`src/rtl/io_bus_arbiter_pkg.sv`:
```
// Shared definitions for the two-master I/O register bus arbiter:
// FSM state encoding, slave read-latency bounds and the wait-counter helper.
package io_bus_arbiter_pkg;

  typedef enum logic [1:0] {
    ST_IDLE  = 2'd0,
    ST_ISSUE = 2'd1,
    ST_WAIT  = 2'd2,
    ST_ACK   = 2'd3
  } state_t;

  localparam int RD_LAT_MIN = 1;
  localparam int RD_LAT_MAX = 4;
  localparam int CNT_W      = 2;

  // Wait-counter load value (RD_LAT-1), clamped to the legal latency range.
  function automatic logic [CNT_W-1:0] wait_load(input int rd_lat);
    if (rd_lat <= RD_LAT_MIN) begin
      return {CNT_W{1'b0}};
    end else if (rd_lat >= RD_LAT_MAX) begin
      return CNT_W'(RD_LAT_MAX - 1);
    end else begin
      return CNT_W'(rd_lat - 1);
    end
  endfunction

endpackage

```
`src/rtl/io_bus_arbiter_rr_arbiter2.sv`:
```
// Two-input round-robin grant. On a tie the master that did not win last
// time is granted; last_grant resets to 1 so master 0 wins the first tie.
module rr_arbiter2 (
  input  logic       clk,
  input  logic       rstn,
  input  logic [1:0] i_req,
  input  logic       i_update,
  output logic       o_grant,
  output logic       o_valid
);

  logic r_last_grant;

  // Grant decision from the current requests and the previous winner.
  always_comb begin
    o_grant = 1'b0;
    o_valid = 1'b0;
    if (i_req == 2'b11) begin
      o_grant = ~r_last_grant;
      o_valid = 1'b1;
    end else if (i_req[1]) begin
      o_grant = 1'b1;
      o_valid = 1'b1;
    end else if (i_req[0]) begin
      o_grant = 1'b0;
      o_valid = 1'b1;
    end else begin
      o_grant = 1'b0;
      o_valid = 1'b0;
    end
  end

  // Remember the winner whenever a grant is actually taken.
  always_ff @(posedge clk) begin
    if (!rstn) begin
      r_last_grant <= 1'b1;
    end else if (i_update) begin
      r_last_grant <= o_grant;
    end else begin
      r_last_grant <= r_last_grant;
    end
  end

endmodule

```
`src/rtl/io_bus_arbiter.sv`:
```
// Two-master arbiter for the SoC I/O register bus. Each transfer runs
// IDLE(grant) -> ISSUE(bus_en) -> WAIT x (RD_LAT-1) -> ACK(capture bus_dout);
// the ack pulse and read data appear registered in the following IDLE cycle.
module io_bus_arbiter
  import io_bus_arbiter_pkg::*;
#(
  parameter int RD_LAT = 1,
  parameter int ADDR_W = 32
) (
  input  logic              clk,
  input  logic              rstn,
  input  logic              m0_req,
  input  logic [ADDR_W-1:0] m0_addr,
  input  logic [31:0]       m0_din,
  input  logic [3:0]        m0_we,
  output logic              m0_ack,
  output logic [31:0]       m0_dout,
  input  logic              m1_req,
  input  logic [ADDR_W-1:0] m1_addr,
  input  logic [31:0]       m1_din,
  input  logic [3:0]        m1_we,
  output logic              m1_ack,
  output logic [31:0]       m1_dout,
  output logic [ADDR_W-1:0] bus_addr,
  output logic [31:0]       bus_din,
  output logic [3:0]        bus_we,
  output logic              bus_en,
  input  logic [31:0]       bus_dout,
  output logic              owner
);

  state_t             r_state, w_state_nxt;
  logic [CNT_W-1:0]   r_cnt, w_cnt_nxt;
  logic [ADDR_W-1:0]  r_bus_addr, w_bus_addr_nxt;
  logic [31:0]        r_bus_din, w_bus_din_nxt;
  logic [3:0]         r_bus_we, w_bus_we_nxt;
  logic               r_bus_en, w_bus_en_nxt;
  logic               r_owner, w_owner_nxt;
  logic               r_m0_ack, w_m0_ack_nxt;
  logic               r_m1_ack, w_m1_ack_nxt;
  logic [31:0]        r_m0_dout, w_m0_dout_nxt;
  logic [31:0]        r_m1_dout, w_m1_dout_nxt;
  logic               w_grant, w_valid, w_update;

  rr_arbiter2 u_rr (
    .clk      (clk),
    .rstn     (rstn),
    .i_req    ({m1_req, m0_req}),
    .i_update (w_update),
    .o_grant  (w_grant),
    .o_valid  (w_valid)
  );

  // Next-state and next-output logic; requests are only looked at in IDLE.
  always_comb begin
    w_state_nxt    = r_state;
    w_cnt_nxt      = r_cnt;
    w_bus_addr_nxt = r_bus_addr;
    w_bus_din_nxt  = r_bus_din;
    w_bus_we_nxt   = r_bus_we;
    w_bus_en_nxt   = 1'b0;
    w_owner_nxt    = r_owner;
    w_m0_ack_nxt   = 1'b0;
    w_m1_ack_nxt   = 1'b0;
    w_m0_dout_nxt  = r_m0_dout;
    w_m1_dout_nxt  = r_m1_dout;
    w_update       = 1'b0;
    case (r_state)
      ST_IDLE: begin
        if (w_valid) begin
          w_update     = 1'b1;
          w_owner_nxt  = w_grant;
          w_bus_en_nxt = 1'b1;
          w_state_nxt  = ST_ISSUE;
          if (w_grant) begin
            w_bus_addr_nxt = m1_addr;
            w_bus_din_nxt  = m1_din;
            w_bus_we_nxt   = m1_we;
          end else begin
            w_bus_addr_nxt = m0_addr;
            w_bus_din_nxt  = m0_din;
            w_bus_we_nxt   = m0_we;
          end
        end else begin
          w_state_nxt = ST_IDLE;
        end
      end
      ST_ISSUE: begin
        w_cnt_nxt = wait_load(RD_LAT);
        if (RD_LAT > 1) begin
          w_state_nxt = ST_WAIT;
        end else begin
          w_state_nxt = ST_ACK;
        end
      end
      ST_WAIT: begin
        if (r_cnt <= 2'd1) begin
          w_cnt_nxt   = 2'd0;
          w_state_nxt = ST_ACK;
        end else begin
          w_cnt_nxt   = r_cnt - 2'd1;
          w_state_nxt = ST_WAIT;
        end
      end
      ST_ACK: begin
        w_bus_we_nxt = 4'd0;
        w_state_nxt  = ST_IDLE;
        if (r_owner) begin
          w_m1_dout_nxt = bus_dout;
          w_m1_ack_nxt  = 1'b1;
        end else begin
          w_m0_dout_nxt = bus_dout;
          w_m0_ack_nxt  = 1'b1;
        end
      end
      default: begin
        w_state_nxt  = ST_IDLE;
        w_cnt_nxt    = 2'd0;
        w_bus_we_nxt = 4'd0;
      end
    endcase
  end

  // State and registered-output update; reset abandons any transfer in flight.
  always_ff @(posedge clk) begin
    if (!rstn) begin
      r_state    <= ST_IDLE;
      r_cnt      <= 2'd0;
      r_bus_addr <= {ADDR_W{1'b0}};
      r_bus_din  <= 32'd0;
      r_bus_we   <= 4'd0;
      r_bus_en   <= 1'b0;
      r_owner    <= 1'b0;
      r_m0_ack   <= 1'b0;
      r_m1_ack   <= 1'b0;
      r_m0_dout  <= 32'd0;
      r_m1_dout  <= 32'd0;
    end else begin
      r_state    <= w_state_nxt;
      r_cnt      <= w_cnt_nxt;
      r_bus_addr <= w_bus_addr_nxt;
      r_bus_din  <= w_bus_din_nxt;
      r_bus_we   <= w_bus_we_nxt;
      r_bus_en   <= w_bus_en_nxt;
      r_owner    <= w_owner_nxt;
      r_m0_ack   <= w_m0_ack_nxt;
      r_m1_ack   <= w_m1_ack_nxt;
      r_m0_dout  <= w_m0_dout_nxt;
      r_m1_dout  <= w_m1_dout_nxt;
    end
  end

  assign bus_addr = r_bus_addr;
  assign bus_din  = r_bus_din;
  assign bus_we   = r_bus_we;
  assign bus_en   = r_bus_en;
  assign owner    = r_owner;
  assign m0_ack   = r_m0_ack;
  assign m1_ack   = r_m1_ack;
  assign m0_dout  = r_m0_dout;
  assign m1_dout  = r_m1_dout;

endmodule

```
`config.mk`:
```
export PLATFORM = sky130hd
export DESIGN_NAME = io_bus_arbiter
export DESIGN_NICKNAME = d
export VERILOG_FILES = /design/src/rtl/io_bus_arbiter_pkg.sv /design/src/rtl/io_bus_arbiter_rr_arbiter2.sv /design/src/rtl/io_bus_arbiter.sv
export SDC_FILE = /design/constraint.sdc
export NUM_CORES = 1
export LEC_CHECK = 0
export CORE_MARGIN = 1.5
export CORE_UTILIZATION = 35
export CTS_CLUSTER_SIZE = 10
export DETAILED_ROUTE_END_ITERATION = 12
export GPL_TIMING_DRIVEN = 0
export PLACE_DENSITY = 0.78
export REMOVE_ABC_BUFFERS = 1
export SLEW_MARGIN = 30
export SYNTH_ARGS = -nofsm -noshare
export SYNTH_HDL_FRONTEND = slang
export SYNTH_HIERARCHICAL = 1
export SYNTH_SLANG_ARGS = --single-unit
```
`constraint.sdc`:
```
create_clock -name clk -period 1.4 [get_ports clk]
set_input_delay 0.21 -clock clk [delete_from_list [all_inputs] [get_ports clk]]
set_output_delay 0.21 -clock clk [all_outputs]
set_load 0.03 [all_outputs]
```
After elaboration in Yosys (flattened, before gate mapping)
Cells that the tools add are included.
- register bits: 141
- input bits: 172
- output and inout bits: 136
- word-level logic and storage cells: 48
- $add $sub $neg: 1
- $lt $le $gt $ge: 1
- eq/ne operators: 5
- mux-type cells: 19
- bitwise operators: 2
- reductions and logical operators: 8
- operators by type and width (cell ; count):
    32-bit 2-to-1 mux ; 2
    1-bit 2-to-1 mux ; 11
    2-bit AND reduction ; 5
    4-bit 2-to-1 mux ; 2
    2-bit one-hot mux with 4 select lines ; 1
    4-bit one-hot mux with 2 select lines ; 1
    2-bit equality test, second input constant ; 3
    2-bit one-hot mux with 2 select lines ; 1
    2-bit nonzero test ; 2
    2-bit by 1-bit equality test with 1-bit output, second input constant ; 1
    2-bit by 1-bit <= comparator with 1-bit output, second input constant ; 1
    2-bit zero test ; 1
    2-bit 2-to-1 mux ; 1
    2-bit by 1-bit != test with 1-bit output, second input constant ; 1
    1-bit inverter ; 2
    2-bit by 1-bit subtractor with 2-bit output, second input constant ; 1

Logic depth before layout (Yosys ltp)
- depth in word-level cells: 5
- mapped depth: 8
- depth with buffers taken out: 6

Cells and area by module
The synthesis kept the hierarchy.
- by module, submodules not included (module ; instances ; cells each ; area an instance (µm²) ; sequential area each (µm²)):
    io_bus_arbiter ; 1 ; 616 ; 5676.7 ; 2802.7
    rr_arbiter2 ; 1 ; 6 ; 52.6 ; 20.0

Least setup slack after synthesis
OpenSTA, ideal clock, no wires.
- kind: reg2reg
- from: register r_state[0]
- to: register u_rr.r_last_grant
- library setup time: 0.120 ns
- arrival time: 1.306 ns
- required time: 1.280 ns
- slack: -0.025 ns
- cell stages (with the launch flop): 9
- path buffers: 2
- period minus slack after synthesis: 1.425 ns
- cell sequence: dfxtp_1 -> inv_1 -> ha_1 -> nand2_1 -> inv_2 -> buf_6 -> buf_2 -> nor2b_1 -> a211o_1
- longest elaborated chain between the ends: 2
- ends and longest elaborated chain (item ; RTL line ; text):
    from (decl) ; io_bus_arbiter.sv:32 ; state_t r_state, w_state_nxt;
    from (signal assigned) ; io_bus_arbiter.sv:139 ; r_state <= w_state_nxt;
    2-bit zero test ; io_bus_arbiter.sv:68 ; case (r_state)
    1-bit 2-to-1 mux ; io_bus_arbiter.sv:68 ;
    to (signal assigned) ; io_bus_arbiter_rr_arbiter2.sv:38 ; r_last_grant <= o_grant;
    to (signal assigned) ; io_bus_arbiter_rr_arbiter2.sv:40 ; r_last_grant <= r_last_grant;
    to (decl) ; io_bus_arbiter_rr_arbiter2.sv:12 ; logic r_last_grant;
Every way passes these cells.
A chain may end at the register's enable or synchronous reset.

Worst setup path after layout
- from: register u_rr.r_last_grant
- to: register r_bus_din[9], in the netlist bus_din[9]
- longest elaborated chain between the ends: 3
- ends and longest elaborated chain (item ; RTL line ; text):
    1-bit inverter ; io_bus_arbiter_rr_arbiter2.sv:19 ; o_grant = ~r_last_grant;
    1-bit 2-to-1 mux ; io_bus_arbiter_rr_arbiter2.sv:18 ; if (i_req == 2'b11) begin
    net w_grant ; io_bus_arbiter.sv:43 ; logic w_grant, w_valid, w_update;
    32-bit 2-to-1 mux ; io_bus_arbiter.sv:75 ; if (w_grant) begin
    to (signal assigned) ; io_bus_arbiter.sv:142 ; r_bus_din <= w_bus_din_nxt;
    to (decl) ; io_bus_arbiter.sv:35 ; logic [31:0] r_bus_din, w_bus_din_nxt;
The timed path passes the listed nets, and every way through them passes these cells.

==> out/summary.txt <==
Core Box Area: 15940 sq um
Final Hold Viols: 0
Share of flip-flops with an asynchronous set or reset: 0
Overall die width: 130.9 microns
DR iter-0 viols: 187
CTS tree: built
Most common cell after layout, fill and taps aside: clkdlybuf4s50_1
Worst R2R Setup Slack: 6 ps
First-pass GRT wire length: 27940 microns
CP Capture Type: flop
Commonest non-fill, non-tap cells in the layout: 170 x clkdlybuf4s50_1, 137 x dfxtp_1, 132 x nand2_1
Total number of vias: 5574
Avg Synthesized Cell Area: 9.211 sq um
First-pass DRT Iterations: 5
CTS sink cnt: 141
Hpwl dp: 12650 microns
Min Tclk post-route: 1394 ps
WL final: 19550 microns
Vias/cell: 4.839
Setup TNS: 0 ps
Class of the worst hold path: in -> reg
Adder-cell area share of the yosys netlist: 0.008736
Largest family of logic cells by synthesized area: compound AO/OA/AOI/OAI gates
Hold buffers post-CTS: 0
GRT Total Usage: 0.2141
Antenna diode count: 0
Worst setup SP type: flop
Longest Clk Path Bufs: 2
Fmax: 717.2 MHz
Layout cells sized above 1: 0.1047
Die height: 130.9 microns
Primary FF master, synth: dfxtp_1
Initial antenna violation count: 0
Setup CP Type: reg -> reg
Arr. time, crit path: 1690 ps
Mux cell area share after synthesis: 0.1188
Compound-Gate Fraction of Synth Area: 0.2129
Clk root buf: clkbuf_16
Mapped Area: 5729 sq um
Wire per inst: 16.97 microns
GP Congestion: 0.7484
Max-capacitance violation count: 0
YS warnings: 6
Number of global-route vias before repair: 5274
Final setup fails: 0
Worst slew margin: 0.6933
Post-synth EDFFs: 0
Total gr overflow: 0
Status: finished clean
Later-pin clock latency in the skew report: 420 ps
Routed Antenna Nets: 0
Post-Synthesis Cells: 622
Yosys reg bits: 141
Register area share after synthesis: 0.4927
PwrDens: 1584 nW/um^2
Cell variety after synth: 28
Synth Area in Simple Gates: 0.1024
Initial core utilization: 0.3594
Static leakage: 3.968 nW
Fillers: 1404
Slew Limit Fails: 0
Synthesis-to-finish area growth: 69.01%
Standard-cell rows: 46
Num ports: 308
RSZ-0062 raised after global routing: yes
Total power: 0.01534 W
Port bufs: 307
Largest net degree at the start of global routing: 75
Residual DRC count: 0
CP required: 1700 ps
Post-Synth XOR/XNOR Area: 0
Total die area: 17150 sq um
Clock H-tree levels: 4
Slew @ Worst Pin: 460.0 ps
Post-route clock skew: 10.05 ps
VDD IR max: 0.9640 mV
Number of nets in the layout: 1099
Worst Path Max Fanout: 8
Final period util: 0.9959
CTS Buf Count: 17
Worst-path clk slew: 60 ps
-- power breakdown --
part           total [W]  internal, W  switching [W]
combinational    0.00583      0.00230        0.00353
sequential       0.00520      0.00480       0.000407
clock            0.00430      0.00258        0.00173
-- worst max-delay path, stage by stage, from the launching register on --
cell	delay, ps
dfxtp_2	330
a21boi_4	210
buf_12	150
buf_12	120
buf_12	140
mux2i_4	230
a21oi_1	80
-- what timing repair did --
item / 4_1_cts / 5_1_grt
buffers inserted: 8 / 4
setup endpoints to repair: 261 / 195
pin swaps: 3 / 10
resized for setup: 168 / 125
gates cloned: 4 / 3
-- cells by family (layout without fill, tap and decap cells) --
logic type / after synthesis / count (layout)
AOI/OAI and AO/OA: 205 / 205
and+or+nand+nor: 146 / 148
DFF: 141 / 141
muxes: 68 / 68
buffers and inverters: 58 / 370
adders and majority gates: 4 / 4
-- cell usage after synthesis (all sizes together), types with 2 or more instances --
| cell type | instances | share of area |
|---|---|---|
| clkbuf | 18 | 0.012 |
| and2 | 3 | 0.0033 |
| inv | 7 | 0.0046 |
| ha | 4 | 0.0087 |
| nand2 | 134 | 0.088 |
| a21oi | 67 | 0.059 |
| and3 | 2 | 0.0022 |
| o21ai | 65 | 0.057 |
| dfxtp | 141 | 0.49 |
| nor2b | 2 | 0.0022 |
| mux2i | 68 | 0.12 |
| a21boi | 67 | 0.088 |
| buf | 33 | 0.048 |
| o2bb2ai | 4 | 0.0061 |
-- path summary, 6_finish.rpt --
path / from / end / depth (start not counted)
min: rstn / r_cnt[1] / 3
max reg2reg: u_rr/r_last_grant / bus_din[9] / 6
min reg2reg: m1_dout[7] / m1_dout[7] / 2
max: u_rr/r_last_grant / bus_din[9] / 6
-- flip-flops by register name (all words and copies together), names as in the netlist --
register,flops
r_state,2
m1_ack,1
bus_en,1
m1_dout,32
r_cnt,2
m0_ack,1
bus_we,4
u_rr/r_last_grant,1
bus_din,32
m0_dout,32
owner,1
bus_addr,32
-- routing by layer --
layer	wire, microns	GRT usage	vias up
met5	0	0	-
met3	2106	0.09976	26
li1	-	-	2739
met2	9306	0.3502	221
met1	7759	0.2426	2588
met4	374	0.08403	0
-- metrics by stage --
step / util / setup WS (ps) / cells / hold WS (ps) / area [sq um]
finish: 0.6074 / 5.769 / 1152 / 229.3 / 9683
global route: 0.6074 / -32.01 / 1152 / 237.2 / 9683
CTS: 0.5976 / -33.08 / 1145 / 211.8 / 9528
detailed placement: 0.5600 / -825.5 / 1102 / 443.9 / 8929
global placement: 0.5476 / -6646 / 1094 / 439.2 / 8730
floorplan: - / -4182 / 571 / 331.7 / 5386
-- layout make-up --
type	count	area [sq um]	area share
Timing Repair Buffer	329	3274	0.3382
Sequential cell	141	2835	0.2928
Multi-Input combinational cell	425	2683	0.2770
Clock buffer	22	474.2	0.04897
Tap cell	216	270.3	0.02791
Clock inverter	10	90.09	0.009304
Inverter	7	38.79	0.004006
Timing Repair inverter	2	17.52	0.001809
(Power assumes the default switching activity.)
